[config.mk]
export PLATFORM = sky130hd
export DESIGN_NAME = esd_output_sequencer
export DESIGN_NICKNAME = d
export VERILOG_FILES = /design/src/rtl/esd_pkg.sv /design/src/rtl/esd_delay_timer.sv /design/src/rtl/esd_output_sequencer.sv
export SDC_FILE = /design/constraint.sdc
export NUM_CORES = 1
export LEC_CHECK = 0
export BUFFER_PORTS_ARGS = -buffer_cell sky130_fd_sc_hd__buf_2
export CAP_MARGIN = 20
export CORE_MARGIN = 8
export CORE_UTILIZATION = 35
export CTS_CLUSTER_DIAMETER = 30
export DETAILED_ROUTE_END_ITERATION = 16
export GPL_TIMING_DRIVEN = 0
export PLACE_DENSITY_LB_ADDON = 0.15
export RECOVER_POWER = 100
export SLEW_MARGIN = 20
export SYNTH_ARGS = -nofsm -noshare
export SYNTH_HDL_FRONTEND = slang
export SYNTH_SLANG_ARGS = --single-unit
[constraint.sdc]
create_clock -name clk -period 3.14 [get_ports clk]
set_input_delay 0.785 -clock clk [delete_from_list [all_inputs] [get_ports clk]]
set_output_delay 0.785 -clock clk [all_outputs]
set_load 0.02 [all_outputs]
[src/rtl/esd_pkg.sv]
// Shared ESD definitions: sequencer state encoding, system clock rate and time conversion.
// Used by the output sequencer, the ESD core and the watchdog.
package esd_pkg;

    typedef enum logic [2:0] {
        StOff,
        StPrechk,
        StEnable,
        StConfirm,
        StDwell,
        StRun,
        StFault
    } seq_state_t;

    localparam int unsigned CLK_HZ = 50_000_000;

    function automatic int unsigned ms_to_cycles(input int unsigned ms);
        return ms * (CLK_HZ / 1000);
    endfunction

endpackage

[src/rtl/esd_delay_timer.sv]
// Loadable down-counter with a zero flag; load wins over dec and the count saturates at zero.
module esd_delay_timer #(
    parameter int unsigned W = 16
) (
    input  logic         clk,
    input  logic         rst_n,
    input  logic         load,
    input  logic [W-1:0] value,
    input  logic         dec,
    output logic         zero
);

    logic [W-1:0] count;

    always_ff @(posedge clk or negedge rst_n) begin
        if (!rst_n) begin
            count <= '0;
        end else if (load) begin
            count <= value;
        end else if (dec && (count != '0)) begin
            count <= count - 1'b1;
        end
    end

    assign zero = (count == '0);

endmodule

[src/rtl/esd_output_sequencer.sv]
// Staged enable of N_CH safety outputs with per-channel feedback confirmation and fault latching.
// Define ESD_SEQ_RUN_MONITOR_EN to keep supervising feedback once all channels are on.
module esd_output_sequencer
    import esd_pkg::*;
#(
    parameter int unsigned N_CH        = 4,
    parameter int unsigned STEP_CYCLES = ms_to_cycles(1),
    parameter int unsigned FB_CYCLES   = ms_to_cycles(1) / 2
) (
    input  logic                  clk,
    input  logic                  rst_n,
    input  logic                  shutdown_in,
    input  logic                  fault_clr,
    input  logic [N_CH-1:0]       fb_in,
    output logic [N_CH-1:0]       ch_en,
    output logic                  seq_busy,
    output logic                  all_on,
    output logic                  fault,
    output logic [$clog2(N_CH):0] fault_ch,
    output logic                  trip_req
);

    localparam int unsigned MAX_CYC = (STEP_CYCLES > FB_CYCLES) ? STEP_CYCLES : FB_CYCLES;
    localparam int unsigned TW      = ($clog2(MAX_CYC) > 0) ? $clog2(MAX_CYC) : 1;
    localparam int unsigned KW      = (N_CH > 1) ? $clog2(N_CH) : 1;
    localparam int unsigned CW      = $clog2(N_CH) + 1;

    localparam logic [TW-1:0] FB_LOAD   = TW'(FB_CYCLES - 1);
    localparam logic [TW-1:0] STEP_LOAD = TW'(STEP_CYCLES - 1);
    localparam logic [KW-1:0] K_LAST    = KW'(N_CH - 1);
    localparam logic [CW-1:0] CH_PRECHK = CW'(N_CH);

    seq_state_t    state;
    logic [KW-1:0] k;
    logic          t_load;
    logic          t_dec;
    logic          t_zero;
    logic [TW-1:0] t_value;

    esd_delay_timer #(
        .W (TW)
    ) u_timer (
        .clk   (clk),
        .rst_n (rst_n),
        .load  (t_load),
        .value (t_value),
        .dec   (t_dec),
        .zero  (t_zero)
    );

`ifdef ESD_SEQ_RUN_MONITOR_EN
    logic [CW-1:0] low_bad;

    always_comb begin
        low_bad = '0;
        for (int i = N_CH - 1; i >= 0; i--) begin
            if (!fb_in[i]) low_bad = CW'(i);
        end
    end
`endif

    // In RUN the timer is held preloaded while feedback is healthy, so the
    // FB_CYCLES-th consecutive mismatching cycle is the one that sees zero.
    always_comb begin
        t_load  = 1'b0;
        t_dec   = 1'b0;
        t_value = FB_LOAD;
        case (state)
            StEnable: t_load = 1'b1;
            StConfirm: begin
                if (fb_in[k]) begin
                    t_load  = 1'b1;
                    t_value = STEP_LOAD;
                end else begin
                    t_dec = 1'b1;
                end
            end
            StDwell: begin
                if (t_zero) t_load = 1'b1;
                else        t_dec  = 1'b1;
            end
`ifdef ESD_SEQ_RUN_MONITOR_EN
            StRun: begin
                if (fb_in != '1) t_dec  = 1'b1;
                else             t_load = 1'b1;
            end
`endif
            default: ;
        endcase
    end

    always_ff @(posedge clk or negedge rst_n) begin
        if (!rst_n) begin
            state    <= StOff;
            k        <= '0;
            ch_en    <= '0;
            seq_busy <= 1'b0;
            all_on   <= 1'b0;
            fault    <= 1'b0;
            fault_ch <= '0;
            trip_req <= 1'b0;
        end else if (state == StFault) begin
            if (fault_clr && shutdown_in) begin
                state    <= StOff;
                fault    <= 1'b0;
                fault_ch <= '0;
                trip_req <= 1'b0;
            end
        end else if (shutdown_in) begin
            // Shutdown outranks every other transition, including a confirm timeout.
            state    <= StOff;
            ch_en    <= '0;
            seq_busy <= 1'b0;
            all_on   <= 1'b0;
        end else begin
            case (state)
                StOff: begin
                    if (!fault) begin
                        state    <= StPrechk;
                        seq_busy <= 1'b1;
                    end
                end
                StPrechk: begin
                    if (fb_in != '0) begin
                        state    <= StFault;
                        ch_en    <= '0;
                        seq_busy <= 1'b0;
                        fault    <= 1'b1;
                        trip_req <= 1'b1;
                        fault_ch <= CH_PRECHK;
                    end else begin
                        k     <= '0;
                        state <= StEnable;
                    end
                end
                StEnable: begin
                    ch_en[k] <= 1'b1;
                    state    <= StConfirm;
                end
                StConfirm: begin
                    if (fb_in[k]) begin
                        state <= StDwell;
                    end else if (t_zero) begin
                        state    <= StFault;
                        ch_en    <= '0;
                        seq_busy <= 1'b0;
                        fault    <= 1'b1;
                        trip_req <= 1'b1;
                        fault_ch <= CW'(k);
                    end
                end
                StDwell: begin
                    if (t_zero) begin
                        if (k == K_LAST) begin
                            state    <= StRun;
                            seq_busy <= 1'b0;
                            all_on   <= 1'b1;
                        end else begin
                            k     <= k + 1'b1;
                            state <= StEnable;
                        end
                    end
                end
                StRun: begin
`ifdef ESD_SEQ_RUN_MONITOR_EN
                    if ((fb_in != '1) && t_zero) begin
                        state    <= StFault;
                        ch_en    <= '0;
                        all_on   <= 1'b0;
                        fault    <= 1'b1;
                        trip_req <= 1'b1;
                        fault_ch <= low_bad;
                    end
`endif
                end
                default: ;
            endcase
        end
    end

endmodule
# Yosys cells after proc, flatten, opt, wreduce, memory -nomap -nowiden
# Cells that the tools add are included.
# W data, S select, Z words.
# classes
addsub	2
n_lt_le_gt_ge	2
eq_ne	23
n_mux	58
bitwise_logic	3
n_reduce_logical	22
# ops
cell	n
$mux W16	4
$mux W3	14
$ne A3 B3 Y1 const B	9
$mux W1	23
$logic_not A16 Y1	1
$mux W4	4
$reduce_bool A16 Y1	1
$sub A16 B1 Y16 const B	1
$pmux W3 S5	1
$pmux W4 S3	1
$reduce_and A6 Y1	2
$reduce_and A5 Y1	2
$reduce_bool A2 Y1	5
$ne A4 B4 Y1 const B	2
$reduce_and A8 Y1	1
$reduce_bool A4 Y1	2
$reduce_bool A7 Y1	1
$eq A3 B2 Y1 const B	2
$eq A3 B3 Y1 const B	2
$mux W2	3
$ne A2 B2 Y1 const B	3
$pmux W3 S2	1
$ne A5 B5 Y1 const B	1
$reduce_bool A5 Y1	1
other kinds (18)	23
# word_totals
ff_bits	31
inputBits	8
output_inout_bits	11
elab_cells	118

# Longest topological paths before layout
# Gate-level depths: netlist of the first run.
# depth
word_depth	7
ltp_mapped	7
mapped_depth_nobuf	6

# Hierarchy
# From an unflattened synthesis of the first run, not the netlist that was laid out.
# hier_totals
cells_unflattened	241
area_unflattened_um2	2053.2
# modules_own_cells
mod	n_inst	cells_per_inst	area_per_inst_um2	seq_area_each_um2
esd_delay_timer	1	124	1063.5	400.4
esd_output_sequencer	1	117	989.7	375.4

# Worst setup path after synthesis of the first run
# No wires, ideal clock.
# synth_timing
path_type	input port to flip-flop
startpoint	input port fb_in[3]
endpoint	register u_timer.count[8]
setup_time_ns	0.165
t_arrival_ns	2.164
required_ns	2.975
setup_slack_ns	0.811
cell_stages	6
path_buffers	1
cell_sequence	mux4_2 > o21ai_2 > o21ai_1 > buf_2 > o41ai_1 > o311ai_0
# synth_between
elab_chain_cells	6
elab_cells_between_ends	9
classes_between	mux (7); reduce/logical (2)
# synth_rtl
item	line_no	text
from (decl)	esd_output_sequencer.sv:14	input logic [N_CH-1:0] fb_in,
$bmux W1 S2 *	esd_output_sequencer.sv:71	if (fb_in[k]) begin
$mux W1 (not written as such) *	esd_output_sequencer.sv:71	
$mux W1	esd_output_sequencer.sv:71	
$pmux W1 S2	esd_output_sequencer.sv:68	case (state)
$logic_and A1 B1 Y1	esd_delay_timer.sv:20	end else if (dec && (count != '0)) begin
$reduce_bool A2 Y1 (no source line)	--	
to (signal assigned)	esd_delay_timer.sv:19	count <= value;
to (signal assigned)	esd_delay_timer.sv:21	count <= count - 1'b1;
to (decl)	esd_delay_timer.sv:13	logic [W-1:0] count;
# Mark *: on every way between the ends. The rest lies on a longest branch, timed or not. The select of a mux whose other input is x is not followed.
# A chain may end at the register's enable or synchronous reset.

# Worst setup path after layout of the first run
# layout_timing
startpoint	register u_timer.count[6]
endpoint	register k[0]
# layout_between
elab_chain_cells	3
# layout_rtl
item	line_no	text
$logic_not A16 Y1	esd_delay_timer.sv:25	assign zero = (count == '0);
$ne A2 B2 Y1 (no source line)	--	
$reduce_and A6 Y1 (no source line)	--	
to (signal assigned)	esd_output_sequencer.sv:159	k <= k + 1'b1;
to (decl)	esd_output_sequencer.sv:34	logic [KW-1:0] k;
# Every way passes these cells.

==> flow_summary.json, run 1 <==
{
  "max_cap_viol_count": 1,
  "violations": "capacitance limit, slew limit",
  "status": "complete, but fails checks",
  "slew_headroom_pct": -13.10,
  "place_ws_ns": 0.2800,
  "grt_max_degree": 32,
  "crit_family": "simple AND/OR/NAND/NOR gates",
  "die_w_um": 93.75,
  "tightest_slew_ns": 1.697,
  "ys_warn_count": 0,
  "antenna_cells": 0,
  "synth_cell_types": 57,
  "crit_path_top_delay_cell": "or4_1",
  "syn_area_mm2": 0.002116,
  "synth_ff_type": "dfrtp_1",
  "syn_inst": 231,
  "maxSlewViolCount": 32,
  "cp.arrival_ns": 2.91,
  "ioPinCount": 19,
  "drive_gt1_share_pct": 13.23,
  "portBuffers": 18,
  "clk_path_buf_depth": 2,
  "clkTransAtPathRegs_ns": 0.07,
  "htreeDepth": 2,
  "clock-sinks": 31,
  "via_per_inst": 5.687,
  "die_h_um": 93.75,
  "synth-seq-area-share_pct": 36.66,
  "finalCriticalPeriod_ns": 2.695,
  "tns_ns": 0,
  "place_congestion": 0.9320,
  "finalWorstSetupSlack_ns": 0.4449,
  "crit_path_start_kind": "register",
  "fin_area_mm2": 0.002394,
  "crit_path_end_kind": "register",
  "cpPeakStageDelay_ns": 0.60,
  "coreArea_mm2": 0.005886,
  "cts_tree": "yes",
  "drt-total-wl_um": 5437,
  "hpwl_um": 4002,
  "hold_buffers": 0,
  "cp_num_buf_inv": 1,
  "grt_pass1_wl_um": 9259,
  "p_leak_nw": 0.9148,
  "hp-class": "register to register",
  "vias": 1888,
  "drc": 0,
  "ant_nets": 0,
  "dr.pass1.iters": 4,
  "synthArstFlopShare_pct": 100.0,
  "grt.total_usage_pct": 13.21,
  "insertion_delay_ns": 0.29,
  "cts_setup_buffers": 0,
  "cts-resized-gates": 0,
  "placed_area_mm2": 0.002300,
  "dr.first_iter.drc_count": 77,
  "core.rowCount": 28,
  "wl_per_cell_um": 16.38,
  "clockRootBuffer": "clkbuf_8",
  "fin_crit_sh_pct": 85.83,
  "whs_path_depth": 1,
  "ys_seq_elements": 31,
  "antenna_found_initial": 0,
  "syn_nets": 245,
  "die_area_mm2": 0.008789,
  "layout_common_cells": "dfrtp_1, clkbuf_1, nand2_1",
  "finalSetupViolations": 0,
  "power_w": 0.001883,
  "ir_drop_uv": 395.7,
  "fmax_mhz": 371.0,
  "clock_skew_ns": 0.008805,
  "grt_pass1_vias": 1886,
  "cp_max_fo": 8,
  "synth_edf_count": 0,
  "cts_buffers": 5,
  "syn_area_per_cell_um2": 9.159,
  "initial_utilization_pct": 35.95,
  "required_ns": 3.35,
  "path_class": "register to register",
  "nets": 270,
  "final_common_cell": "dfrtp_1",
  "power_density_mw_per_mm2": 786.6,
  "path_depth": 6,
  "worst_hold_slack_ns": 0.5117,
  "r2r_cells": 6,
  "gr-total-overflow": 0,
  "path_cells": "nor3_1, and3_1, clkbuf_1, nand2_1, or4_1, mux2i_1",
  "rsz0062_at_grt": "no",
  "finalHoldViolCount": 0,
  "syn_to_final_growth_pct": 13.13
}
-- where the power goes --
part / internal (W) / total [W] / switching [W]
clock network: 0.000257 / 0.000423 / 0.000166
logic: 0.000318 / 0.000845 / 0.000527
registers: 0.000505 / 0.000615 / 0.000110
-- cells by family (layout without fill, tap and decap cells) --
kind of cell    Yosys count  in the layout  synth area share, %
simple gates             74             74                18.81
compound gates           76             76                27.09
mux                      10             10                5.559
flops                    31             31                36.66
fa+ha+maj                 6              6                3.548
xor+xnor                  7              7                2.898
buf+inv                  27             53                5.441
-- stage by stage --
| stage | cells | util, % |
|---|---|---|
| after floorplan | 231 | - |
| after global placement | 324 | 39.07 |
| after detailed placement | 324 | 39.07 |
| after CTS | 332 | 41.07 |
| after global routing | 332 | 40.67 |
| final | 332 | 40.67 |
-- sequential cells by signal (all words and copies together), names as in the netlist --
signal	flops
u_timer.count	16
ch_en	4
fault_ch	3
state	3
k	2
all_on	1
seq_busy	1
trip_req	1
-- metal layers --
layer  GRT usage [%]  vias to the layer above  share of wire, %
met4           4.359                        0               1.7
met5               0                        -                 0
met3           2.878                       13               7.0
met1           16.57                      898                43
met2           21.82                       57                48
li1                -                      920                 -
-- cells in the mapped netlist, types with 2 or more instances --
master | instances | area (um2)
mux2i_1 | 5 | 50.05
nand3_1 | 6 | 30.03
a31oi_1 | 4 | 25.02
buf_2 | 2 | 10.01
or4_1 | 4 | 30.03
dfrtp_1 | 31 | 775.7
and3_1 | 3 | 18.77
nor3_1 | 5 | 25.02
a211oi_1 | 4 | 30.03
nand2_2 | 2 | 12.51
o221ai_1 | 2 | 17.52
o211ai_1 | 4 | 30.03
a221oi_1 | 2 | 17.52
nor2_1 | 15 | 56.30
nor4_1 | 4 | 25.02
a21oi_1 | 17 | 85.08
o21ai_1 | 3 | 15.01
a2111oi_4 | 3 | 82.58
xnor2_1 | 6 | 52.55
mux2_2 | 4 | 45.04
o31ai_1 | 3 | 22.52
nand2_1 | 18 | 67.56
inv_1 | 15 | 56.30
clkbuf_1 | 8 | 30.03
nor2b_1 | 3 | 18.77
or3_1 | 5 | 31.28
ha_1 | 6 | 75.07
o22ai_1 | 3 | 18.77
o311ai_0 | 3 | 26.28
o21ai_0 | 14 | 70.07
-- final timing paths --
| check | slack, ns | endpoint | from |
|---|---|---|---|
| max | 0.44 | k[0] | u_timer.count[6] |
| min | 0.51 | fault_ch[1] | fault_ch[1] |
| max reg2reg | 0.44 | k[0] | u_timer.count[6] |
| min reg2reg | 0.51 | fault_ch[1] | fault_ch[1] |
| max in group asynchronous | 1.22 | u_timer.count[0] | rst_n |
| min in group asynchronous | 0.93 | ch_en[2] | rst_n |
-- final cells by class --
cell class / count / area, um2
Sequential cell: 31 / 775.7
Buffer: 12 / 57.56
Timing Repair Buffer: 18 / 75.07
Clock inverter: 2 / 35.03
Fill cell: 621 / 3492
Inverter: 15 / 56.30
Clock buffer: 6 / 82.58
Multi-Input combinational cell: 173 / 1217
Tap cell: 75 / 93.84
Note: power is estimated with default switching activity, not from simulation.
==> run 2, diff against run 1 <==
--- a/config.mk
+++ b/config.mk
@@ -13,7 +13,6 @@
 export DETAILED_ROUTE_END_ITERATION = 16
 export GPL_TIMING_DRIVEN = 0
 export PLACE_DENSITY_LB_ADDON = 0.15
-export RECOVER_POWER = 100
 export SLEW_MARGIN = 20
 export SYNTH_ARGS = -nofsm -noshare
 export SYNTH_HDL_FRONTEND = slang
==> run 2 against run 1 <==
The flow now finishes without violations. Cell count did not move. Largest cell class unchanged. Fmax is 7.0% higher. Highest routed layer unchanged. Sequential power about the same. Utilization is 0.40 points higher. Critical endpoint is now u_timer.count[8]. Combinational power up 1%.
==> flow_summary.json, run 2 (synthesis gave the netlist of run 1 again) <==
{
  "placed_area_mm2": 0.002300,
  "coreArea_mm2": 0.005886,
  "ir_drop_uv": 395.4,
  "antenna_found_initial": 0,
  "dp.cells": 324,
  "syn_to_final_growth_pct": 14.25,
  "max_cap_viol_count": 0,
  "finalSetupViolations": 0,
  "switching_share_pct": 42.43,
  "tightest_slew_ns": 0.7134,
  "portBuffers": 18,
  "seqPwrFrac_pct": 32.5,
  "intPower_w": 0.001090,
  "required_ns": 3.25,
  "dr.pass1.iters": 4,
  "fmax_mhz": 397.2,
  "grt_pass1_vias": 1886,
  "cpPeakStageDelay_ns": 0.58,
  "ioPinCount": 19,
  "die_h_um": 93.75,
  "drc": 0,
  "clockRootBuffer": "clkbuf_8",
  "clockPowerShare_pct": 22.3,
  "clock-sinks": 31,
  "switchingPower_w": 0.0008038,
  "grt_pass1_wl_um": 9259,
  "die_area_mm2": 0.008789,
  "antenna_cells": 0,
  "wl_per_cell_um": 16.37,
  "clkTransAtPathRegs_ns": 0.07,
  "ant_nets": 0,
  "gr-total-overflow": 0,
  "cp_num_buf_inv": 1,
  "grt_max_degree": 32,
  "fin_cells": 332,
  "dr.first_iter.drc_count": 84,
  "clock_skew_ns": 0.009088,
  "crit_family": "compound AO/OA/AOI/OAI gates",
  "htreeDepth": 2,
  "via_per_inst": 5.678,
  "crit_path_start_kind": "input pin",
  "drt-total-wl_um": 5435,
  "power_w": 0.001894,
  "slew_headroom_pct": 52.44,
  "crit_path_end_kind": "register",
  "path_class": "input pin to register",
  "p_leak_nw": 0.9623,
  "cts_tree": "yes",
  "die_w_um": 93.75,
  "tns_ns": 0,
  "finalHoldViolCount": 0,
  "maxSlewViolCount": 0,
  "combPwrFrac_pct": 45.2,
  "rsz0062_at_grt": "no",
  "cts_setup_buffers": 0,
  "worst_hold_slack_ns": 0.5043,
  "path_cells": "buf_2, mux4_2, o21ai_0, a21boi_0, o311ai_0",
  "hp-class": "register to register",
  "grt.total_usage_pct": 13.21,
  "finalCriticalPeriod_ns": 2.518,
  "cp_max_fo": 7,
  "core.rowCount": 28,
  "cp.arrival_ns": 2.63,
  "cts_buffers": 5,
  "crit_path_top_delay_cell": "mux4_2",
  "status": "finished clean",
  "drive_gt1_share_pct": 19.07,
  "vias": 1885,
  "fin_area_mm2": 0.002417,
  "hold_buffers": 0,
  "clk_path_buf_depth": 2,
  "cts-resized-gates": 0,
  "power_density_mw_per_mm2": 783.6,
  "nets": 270,
  "layout_common_cells": "dfrtp_1, buf_2, nand2_1",
  "final_common_cell": "dfrtp_1",
  "initial_utilization_pct": 35.95,
  "reg.largest.list": "u_timer.count: 16 flops, ch_en: 4 flops",
  "place_congestion": 0.9320,
  "fin_crit_sh_pct": 80.18,
  "insertion_delay_ns": 0.29,
  "top_register": "u_timer.count",
  "largest_reg_flops": 16,
  "hpwl_um": 4002
}
## run 2: metal layers
metal	vias up	part of all wire, %	global-route usage (%)
met4	0	1.6	4.359
met1	900	44	16.57
met2	61	48	21.82
li1	913	-	-
met3	11	6.6	2.878
met5	-	0	0
## run 2: worst register-to-register path, stage by stage (launching register included)
cell	delay (ns)
dfrtp_1	0.50
mux4_2	0.66
o21ai_0	0.31
a21boi_0	0.57
o311ai_0	0.26
## run 2: stage by stage
step / worst slack (ns) / utilization (%)
after global placement: 0.2783 / 39.07
after floorplan: 0.8109 / -
after global routing: 0.4196 / 41.07
after CTS: 0.5950 / 41.07
final: 0.6223 / 41.07
after detailed placement: 0.2800 / 39.07
## run 2: path summary, 6_finish.rpt
check | start | end | slack [ns] | cells past startpoint
worst max register to register | k[0] | u_timer.count[8] | 0.67 | 4
worst max-delay path | fb_in[3] | u_timer.count[8] | 0.62 | 5
worst min-delay path | fault_ch[0] | fault_ch[0] | 0.50 | 1
worst min register to register | fault_ch[0] | fault_ch[0] | 0.50 | 1
min in group asynchronous | rst_n | ch_en[2] | 0.54 | 1
max in group asynchronous | rst_n | u_timer.count[2] | 2.13 | 1
## run 2: power groups by stage
| stage | sequential [W] | combinational [W] | clock (W) |
|---|---|---|---|
| after CTS | 0.000615 | 0.000863 | 0.000432 |
| after floorplan | 0.000638 | 0.000607 | 0 |
| after detailed placement | 0.000623 | 0.000859 | 0 |
| final | 0.000615 | 0.000857 | 0.000422 |
| after global routing | 0.000629 | 0.000964 | 0.000447 |
| after global placement | 0.000620 | 0.000866 | 0 |
## run 2: layout make-up
cell class                 count  area [um2]
inverter                      15       56.30
buffer                        12       58.81
timing repair buffer          18       90.09
tap                           75       93.84
clock buffer                   6       82.58
fill                         609        3468
sequential                    31       775.7
clock inverter                 2       35.03
multi-input combinational    173        1225
